### src/rtl/sap_control_unit.sv
// -----------------------------------------------------------------------------
// sap_control_unit
//
// Microcoded sequencer for the 8-bit SAP datapath. A T-state step counter walks
// through the common fetch (T0, T1) and the per-opcode execute steps (T2..T4),
// and the current (step, opcode, latched flags) tuple is decoded into the
// control word that steers the shared bus. The unit also owns the flags
// register so that JC/JZ see flags that were latched by an earlier ADD/SUB,
// not the live ALU outputs.
//
// Parameters:
//   EARLY_END  1: return to T0 right after an opcode's last active step
//              0: every instruction runs T0..T4; unused steps emit a zero word
//
// Ports:
//   clk               system clock, rising-edge active
//   rst               asynchronous, active-low reset
//   opcode[3:0]       IR[7:4]
//   zf, cf            live ALU zero / carry flags
//   co ce j mi ro ri ii io ai ao bi eo su oi fi
//                     datapath control strobes (forced low while rst is low)
//   hlt               halted; gates the clock enable of the rest of the CPU
//   step[2:0]         current T-state 0..4 (debug)
//   zf_q, cf_q        latched zero / carry flags
// -----------------------------------------------------------------------------
module sap_control_unit #(
    parameter bit EARLY_END = 1'b1
) (
    input  logic       clk,
    input  logic       rst,
    input  logic [3:0] opcode,
    input  logic       zf,
    input  logic       cf,
    output logic       co,
    output logic       ce,
    output logic       j,
    output logic       mi,
    output logic       ro,
    output logic       ri,
    output logic       ii,
    output logic       io,
    output logic       ai,
    output logic       ao,
    output logic       bi,
    output logic       eo,
    output logic       su,
    output logic       oi,
    output logic       fi,
    output logic       hlt,
    output logic [2:0] step,
    output logic       zf_q,
    output logic       cf_q
);

    // S_HALT is a sixth sequencer state rather than a separate flag, so the
    // frozen-at-T2 behaviour falls out of the state machine itself.
    typedef enum logic [2:0] {
        S_T0   = 3'd0,
        S_T1   = 3'd1,
        S_T2   = 3'd2,
        S_T3   = 3'd3,
        S_T4   = 3'd4,
        S_HALT = 3'd5
    } state_t;

    typedef enum logic [3:0] {
        OP_NOP = 4'h0,
        OP_LDA = 4'h1,
        OP_ADD = 4'h2,
        OP_SUB = 4'h3,
        OP_STA = 4'h4,
        OP_LDI = 4'h5,
        OP_JMP = 4'h6,
        OP_JC  = 4'h7,
        OP_JZ  = 4'h8,
        OP_OUT = 4'hE,
        OP_HLT = 4'hF
    } opcode_t;

    typedef struct packed {
        logic co, ce, j, mi, ro, ri, ii, io, ai, ao, bi, eo, su, oi, fi, hlt;
    } ctrl_t;

    state_t r_state;
    state_t w_state_next;
    ctrl_t  w_ctrl;
    ctrl_t  w_out;
    logic   w_last;
    logic   w_is_nop;
    logic   r_zf;
    logic   r_cf;

    // Opcodes 9..D have no execute steps, exactly like NOP.
    assign w_is_nop = !(opcode inside {OP_LDA, OP_ADD, OP_SUB, OP_STA, OP_LDI,
                                       OP_JMP, OP_JC, OP_JZ, OP_OUT, OP_HLT});

    // -------------------------------------------------------------------------
    // State register
    // -------------------------------------------------------------------------
    // NOTE: state is updated with non-blocking assignments so every flop samples
    // the pre-edge values; combinational blocks below use blocking assignments.
    always_ff @(posedge clk or negedge rst) begin
        if (!rst) begin
            r_state <= S_T0;
        end else begin
            r_state <= w_state_next;
        end
    end

    // -------------------------------------------------------------------------
    // Microcode decode and next-state
    // -------------------------------------------------------------------------
    // NOTE: every signal driven here gets a default first, so no path through
    // the case statements can leave one unassigned and infer a latch.
    always_comb begin
        w_ctrl       = '0;
        w_last       = 1'b0;
        w_state_next = r_state;

        case (r_state)
            S_T0: begin
                w_ctrl.co = 1'b1;
                w_ctrl.mi = 1'b1;
            end
            S_T1: begin
                w_ctrl.ro = 1'b1;
                w_ctrl.ii = 1'b1;
                w_ctrl.ce = 1'b1;
                w_last    = w_is_nop;
            end
            S_T2: begin
                case (opcode)
                    OP_LDA, OP_ADD, OP_SUB, OP_STA: begin
                        w_ctrl.io = 1'b1;
                        w_ctrl.mi = 1'b1;
                    end
                    OP_LDI: begin
                        w_ctrl.io = 1'b1;
                        w_ctrl.ai = 1'b1;
                        w_last    = 1'b1;
                    end
                    OP_JMP: begin
                        w_ctrl.io = 1'b1;
                        w_ctrl.j  = 1'b1;
                        w_last    = 1'b1;
                    end
                    // Conditional jumps: the operand is still driven so the bus
                    // is never floating; only the PC load is conditional.
                    OP_JC: begin
                        w_ctrl.io = 1'b1;
                        w_ctrl.j  = r_cf;
                        w_last    = 1'b1;
                    end
                    OP_JZ: begin
                        w_ctrl.io = 1'b1;
                        w_ctrl.j  = r_zf;
                        w_last    = 1'b1;
                    end
                    OP_OUT: begin
                        w_ctrl.ao = 1'b1;
                        w_ctrl.oi = 1'b1;
                        w_last    = 1'b1;
                    end
                    OP_HLT: begin
                        w_ctrl.hlt = 1'b1;
                        w_last     = 1'b1;
                    end
                    default: ;
                endcase
            end
            S_T3: begin
                case (opcode)
                    OP_LDA: begin
                        w_ctrl.ro = 1'b1;
                        w_ctrl.ai = 1'b1;
                        w_last    = 1'b1;
                    end
                    OP_ADD, OP_SUB: begin
                        w_ctrl.ro = 1'b1;
                        w_ctrl.bi = 1'b1;
                        w_ctrl.su = (opcode == OP_SUB);
                    end
                    OP_STA: begin
                        w_ctrl.ao = 1'b1;
                        w_ctrl.ri = 1'b1;
                        w_last    = 1'b1;
                    end
                    default: ;
                endcase
            end
            S_T4: begin
                if (opcode == OP_ADD || opcode == OP_SUB) begin
                    w_ctrl.eo = 1'b1;
                    w_ctrl.ai = 1'b1;
                    w_ctrl.fi = 1'b1;
                    w_ctrl.su = (opcode == OP_SUB);
                    w_last    = 1'b1;
                end
            end
            S_HALT: begin
                w_ctrl.hlt = 1'b1;
            end
            default: ;
        endcase

        if (r_state == S_HALT) begin
            w_state_next = S_HALT;
        end else if (r_state == S_T2 && opcode == OP_HLT) begin
            w_state_next = S_HALT;
        end else if (r_state == S_T4 || (EARLY_END && w_last)) begin
            w_state_next = S_T0;
        end else begin
            w_state_next = state_t'(r_state + 3'd1);
        end
    end

    // -------------------------------------------------------------------------
    // Flags register
    // -------------------------------------------------------------------------
    always_ff @(posedge clk or negedge rst) begin
        if (!rst) begin
            r_zf <= 1'b0;
            r_cf <= 1'b0;
        end else if (w_ctrl.fi) begin
            r_zf <= zf;
            r_cf <= cf;
        end
    end

    // -------------------------------------------------------------------------
    // Outputs
    // -------------------------------------------------------------------------
    // Gating with rst makes every strobe drop the instant reset asserts, so an
    // interrupted STA/LDA cannot complete a partial write.
    assign w_out = rst ? w_ctrl : '0;

    assign co   = w_out.co;
    assign ce   = w_out.ce;
    assign j    = w_out.j;
    assign mi   = w_out.mi;
    assign ro   = w_out.ro;
    assign ri   = w_out.ri;
    assign ii   = w_out.ii;
    assign io   = w_out.io;
    assign ai   = w_out.ai;
    assign ao   = w_out.ao;
    assign bi   = w_out.bi;
    assign eo   = w_out.eo;
    assign su   = w_out.su;
    assign oi   = w_out.oi;
    assign fi   = w_out.fi;
    assign hlt  = w_out.hlt;

    assign step = (r_state == S_HALT) ? 3'd2 : 3'(r_state);
    assign zf_q = r_zf;
    assign cf_q = r_cf;

    // Only one source may drive the shared bus in any step.
    a_bus_single_driver : assert property (
        @(posedge clk) disable iff (!rst) $onehot0({co, ro, io, ao, eo})
    );

endmodule

### config.mk
export PLATFORM = sky130hd
export DESIGN_NAME = sap_control_unit
export DESIGN_NICKNAME = d
export VERILOG_FILES = /design/src/rtl/sap_control_unit.sv
export SDC_FILE = /design/constraint.sdc
export NUM_CORES = 1
export LEC_CHECK = 0
export BUFFER_PORTS_ARGS = -buffer_cell sky130_fd_sc_hd__buf_2
export CORE_MARGIN = 2
export CORE_UTILIZATION = 46
export DETAILED_ROUTE_END_ITERATION = 7
export GPL_ROUTABILITY_DRIVEN = 0
export GPL_TIMING_DRIVEN = 1
export PLACE_DENSITY = 0.9
export SKIP_LAST_GASP = 1
export SYNTH_ARGS = -nofsm -noshare
export SYNTH_HDL_FRONTEND = slang
export SYNTH_SLANG_ARGS = --single-unit
### constraint.sdc
create_clock -name clk -period 1.9 [get_ports clk]
set_input_delay 0.285 -clock clk [delete_from_list [all_inputs] [get_ports clk]]
set_output_delay 0.285 -clock clk [all_outputs]
set_load 0.1 [all_outputs]
==> run metrics, run 1 <==
status=stopped before the end; Stopped at=detailed placement; Err=[ERROR DPL-0038] Utilization greater than 100%, impossible to legalize; asr flop ratio synth=100%; die width=42.4 um; xor/xnor share of the synthesized area=1.29%; Post-Syn Nets=104; most common cell in the netlist=nand2_1; Synth top cells by count=10 x nand2_1, 6 x a21oi_1, 6 x inv_1, 6 x nor2_1; Synth Cell Area=677 um^2; PortBufs=28; Synth Area in Compound Gates=17.9%; largest family of logic cells by synthesized area=simple AND/OR/NAND/NOR gates; flops & latches, synth=5; initial core utilization=50.8%; post-synthesis sequential area ratio=18.5%; mux cell area share after synthesis=3.33%; Syn Inst Count=91; Die H=42.4 um; Synth area leaders=dfrtp_1 18%, ha_1 9.2%, nand2_1 5.5%; io pins=29; post-synthesis simple-gate area fraction=37.9%; post-synth top area share=18.5%; Distinct cells, synth=37; FP Rows=13; Yosys Warn Count=0; Syn Area/Cell=7.44 um^2; Main synth FF type=dfrtp_1; EDFF count, synth=0; post-synth top area cell=dfrtp_1; Post-Synth Adder-Cell Area=9.24%
## cells by family after synthesis
family | Yosys count
AO/OA/AOI/OAI | 20
XOR/XNOR | 1
adder cells (fa/ha/maj) | 5
buffers and inverters | 13
flip-flops | 5
multiplexers | 2
AND/OR/NAND/NOR | 45
## stage by stage
step              setup TNS (ps)  worst slack, ps  std cells  hold slack [ps]  area [um^2]
floorplan                  -2380             -516         91            -10.6          903
global placement               0             34.0        139              142         1360
==> inputs of run 2 (changes only) <==
--- a/config.mk
+++ b/config.mk
@@ -6,12 +6,12 @@
 export NUM_CORES = 1
 export LEC_CHECK = 0
 export BUFFER_PORTS_ARGS = -buffer_cell sky130_fd_sc_hd__buf_2
-export CORE_MARGIN = 2
-export CORE_UTILIZATION = 46
+export CORE_AREA = 2 2 63 65
 export DETAILED_ROUTE_END_ITERATION = 7
+export DIE_AREA = 0 0 65 67
 export GPL_ROUTABILITY_DRIVEN = 0
 export GPL_TIMING_DRIVEN = 1
-export PLACE_DENSITY = 0.9
+export PLACE_DENSITY_LB_ADDON = 0.15
 export SKIP_LAST_GASP = 1
 export SYNTH_ARGS = -nofsm -noshare
 export SYNTH_HDL_FRONTEND = slang
==> run 2 against run 1 <==
Against the previous run:
- the flow now finishes, with violations (setup timing)
- synthesized area stayed put
- synthesized cell count stayed put
==> run metrics, run 2 <==
FP Rows=22 (was 13); Hold Crit Class=primary input to register; clock tree from TritonCTS=done; Fmax achieved=489 MHz; Main synth FF type=dfrtp_1 (unchanged); NetSw=105 uW; setup ws final=-147 ps; crit path launch=r_state[1]; CP endpoint kind=output pin; clk_lat worst skew=220 ps; Syn Area/Cell=7.44 um^2 (unchanged); Synth Cell Area=677 um^2 (unchanged); pwr/cell area=233 mW/mm^2; Peak VDD IR=422 uV; Final setup viols=11; largest net degree at the start of global routing=11; Distinct cells, synth=37 (unchanged); # diodes=0; total track usage=12.2%; antenna violations before repair=0; via count=865; Yosys Warn Count=0 (unchanged); Iter 0 DRT Violations=25; die area=0.00436 mm^2; first-pass GRT wire length=4.11 mm; post-layout minimum cycle time=2050 ps; cell count after placement=176; final hold violation count=0; Sequential Power Share=27.4%; EDFF count, synth=0 (unchanged); Tcrit/Tclk final=108%; DRC Markers=0; post-synth top area share=18.5% (unchanged); flops & latches, synth=5 (unchanged); HP Start=zf; max reg flops=3; vias per cell=4.53; Final ANT Viol Nets=0; most frequent cells in the layout=23 x buf_4, 20 x buf_12, 9 x buf_2; CTS buffer count=3; WP data required=1620 ps; Final Max Slew Viols=0; Clock Skews=2.37 ps; asr flop ratio synth=100% (unchanged); Worst setup SP type=register; switching share of power=26.8%; post-DR wirelength/cell=12.7 um; setup repair after global routing missed its margin=true; Least-Margin Pin Slew=487 ps; most common cell in the netlist=nand2_1 (unchanged); FF-to-FF Start=r_state[0]; Int Pwr=286 uW; root buf cell=clkbuf_8; clock slew seen by the registers of the worst setup and hold paths=40 ps; Sink Count=5; Fin Setup TNS=-618 ps; post-synthesis sequential area ratio=18.5% (unchanged); io pins=29 (unchanged); Setup WS pre-CTS=-20.2 ps; Syn Inst Count=91 (unchanged); clock share of power=49.4%; final WL=2.43 mm; Comb pwr share=23.2%; share of layout cells above drive strength 1=74.1%; most common cell after layout, fill and taps aside=buf_4; cell area after layout=0.00168 mm^2; Synth top cells by count=10 x nand2_1, 6 x a21oi_1, 6 x inv_1, 6 x nor2_1 (unchanged); Worst EP arrival=1760 ps; die width=65 um (was 42.4 um); PortBufs=28 (unchanged); # Max-Cap Violations=0; Placed Area=0.00145 mm^2; initial core utilization=18.8% (was 50.8%); kind of critical path=register to output pin; vias in the first global route=874; nets@finish=157; Top reg by flops=r_state; normalized max-slew margin=67.8%; Overflow after GRT=0; Crit Path Max Fanout=4; Non-Filler Instances=191; H-tree levels=1; Die H=67 um (was 42.4 um); dpl hpwl=1.95 mm; CTS Buffer Depth=2; Tot Pwr=391 uW; Syn-to-layout area delta=148%; Synth area leaders=dfrtp_1 18%, ha_1 9.2%, nand2_1 5.5% (unchanged); Post-Syn Nets=104 (unchanged); fin util=46.5%; core box area=0.00361 mm^2; DR pass1 iterations=4; LEAKAGE=0.660 nW; post-synth top area cell=dfrtp_1 (unchanged); status=complete, but fails checks (was stopped before the end); failing checks=setup timing; hold_ws=280 ps
## run 2: timing repair
action	4_1_cts	5_1_grt
hold buffers	1	0
pin swaps	5	10
endpoints found under the hold margin	5	0
resized for setup	9	17
gates cloned	0	0
setup buffers	6	4
setup endpoints to repair	15	17
## run 2: cells by family (layout without fill, tap and decap cells)
family,count (synthesis),count (layout),share of synthesized area [%]
adders and majority gates,5,5,9.24
xor gates and xnor gates,1,1,1.29
and+or+nand+nor,45,45,37.9
buffers and inverters,13,65,11.8
AOI/OAI and AO/OA,20,20,17.9
muxes,2,2,3.33
DFF,5,5,18.5
## run 2: power by group through the flow
stage	clock, mW	sequential, mW	combinational, mW
floorplan	0	0.108	0.0498
global placement	0	0.108	0.0828
detailed placement	0	0.108	0.0829
CTS	0.200	0.107	0.0866
global route	0.210	0.107	0.0974
finish	0.193	0.107	0.0907
## run 2: worst paths after layout
path	endpoint	slack (ps)	cells past startpoint
max	hlt	-150	7
min	zf_q	280	2
max reg2reg	r_state[0]	-50	7
min reg2reg	cf_q	540	1
max in group asynchronous	zf_q	1050	2
min in group asynchronous	r_state[2]	600	2
## run 2: area by class of cell
type,count,area [um^2]
Multi-Input combinational cell,73,758
Timing Repair Buffer,55,651
Fill cell,344,1930
Inverter,6,30.0
Sequential cell,5,133
Clock buffer,4,45.0
Tap cell,48,60.1
## run 2: routing by layer
metal  vias to the layer above  global-route usage [%]  share of wire (%)
met5                         -                       0                  0
met4                         0                    3.19               0.54
met3                         2                    2.20                4.9
met2                        31                    22.6                 52
met1                       400                    14.3                 42
li1                        432                       -                  -
## run 2: worst max-delay path, stage by stage (launching register included)
cell and delay (ps):
dfrtp_2 400, buf_4 130, ha_4 160, nor2b_2 220, nand2_1 90, o21a_2 250, nor2_4 110, buf_12 180
Power figures use the tool's default switching activity.
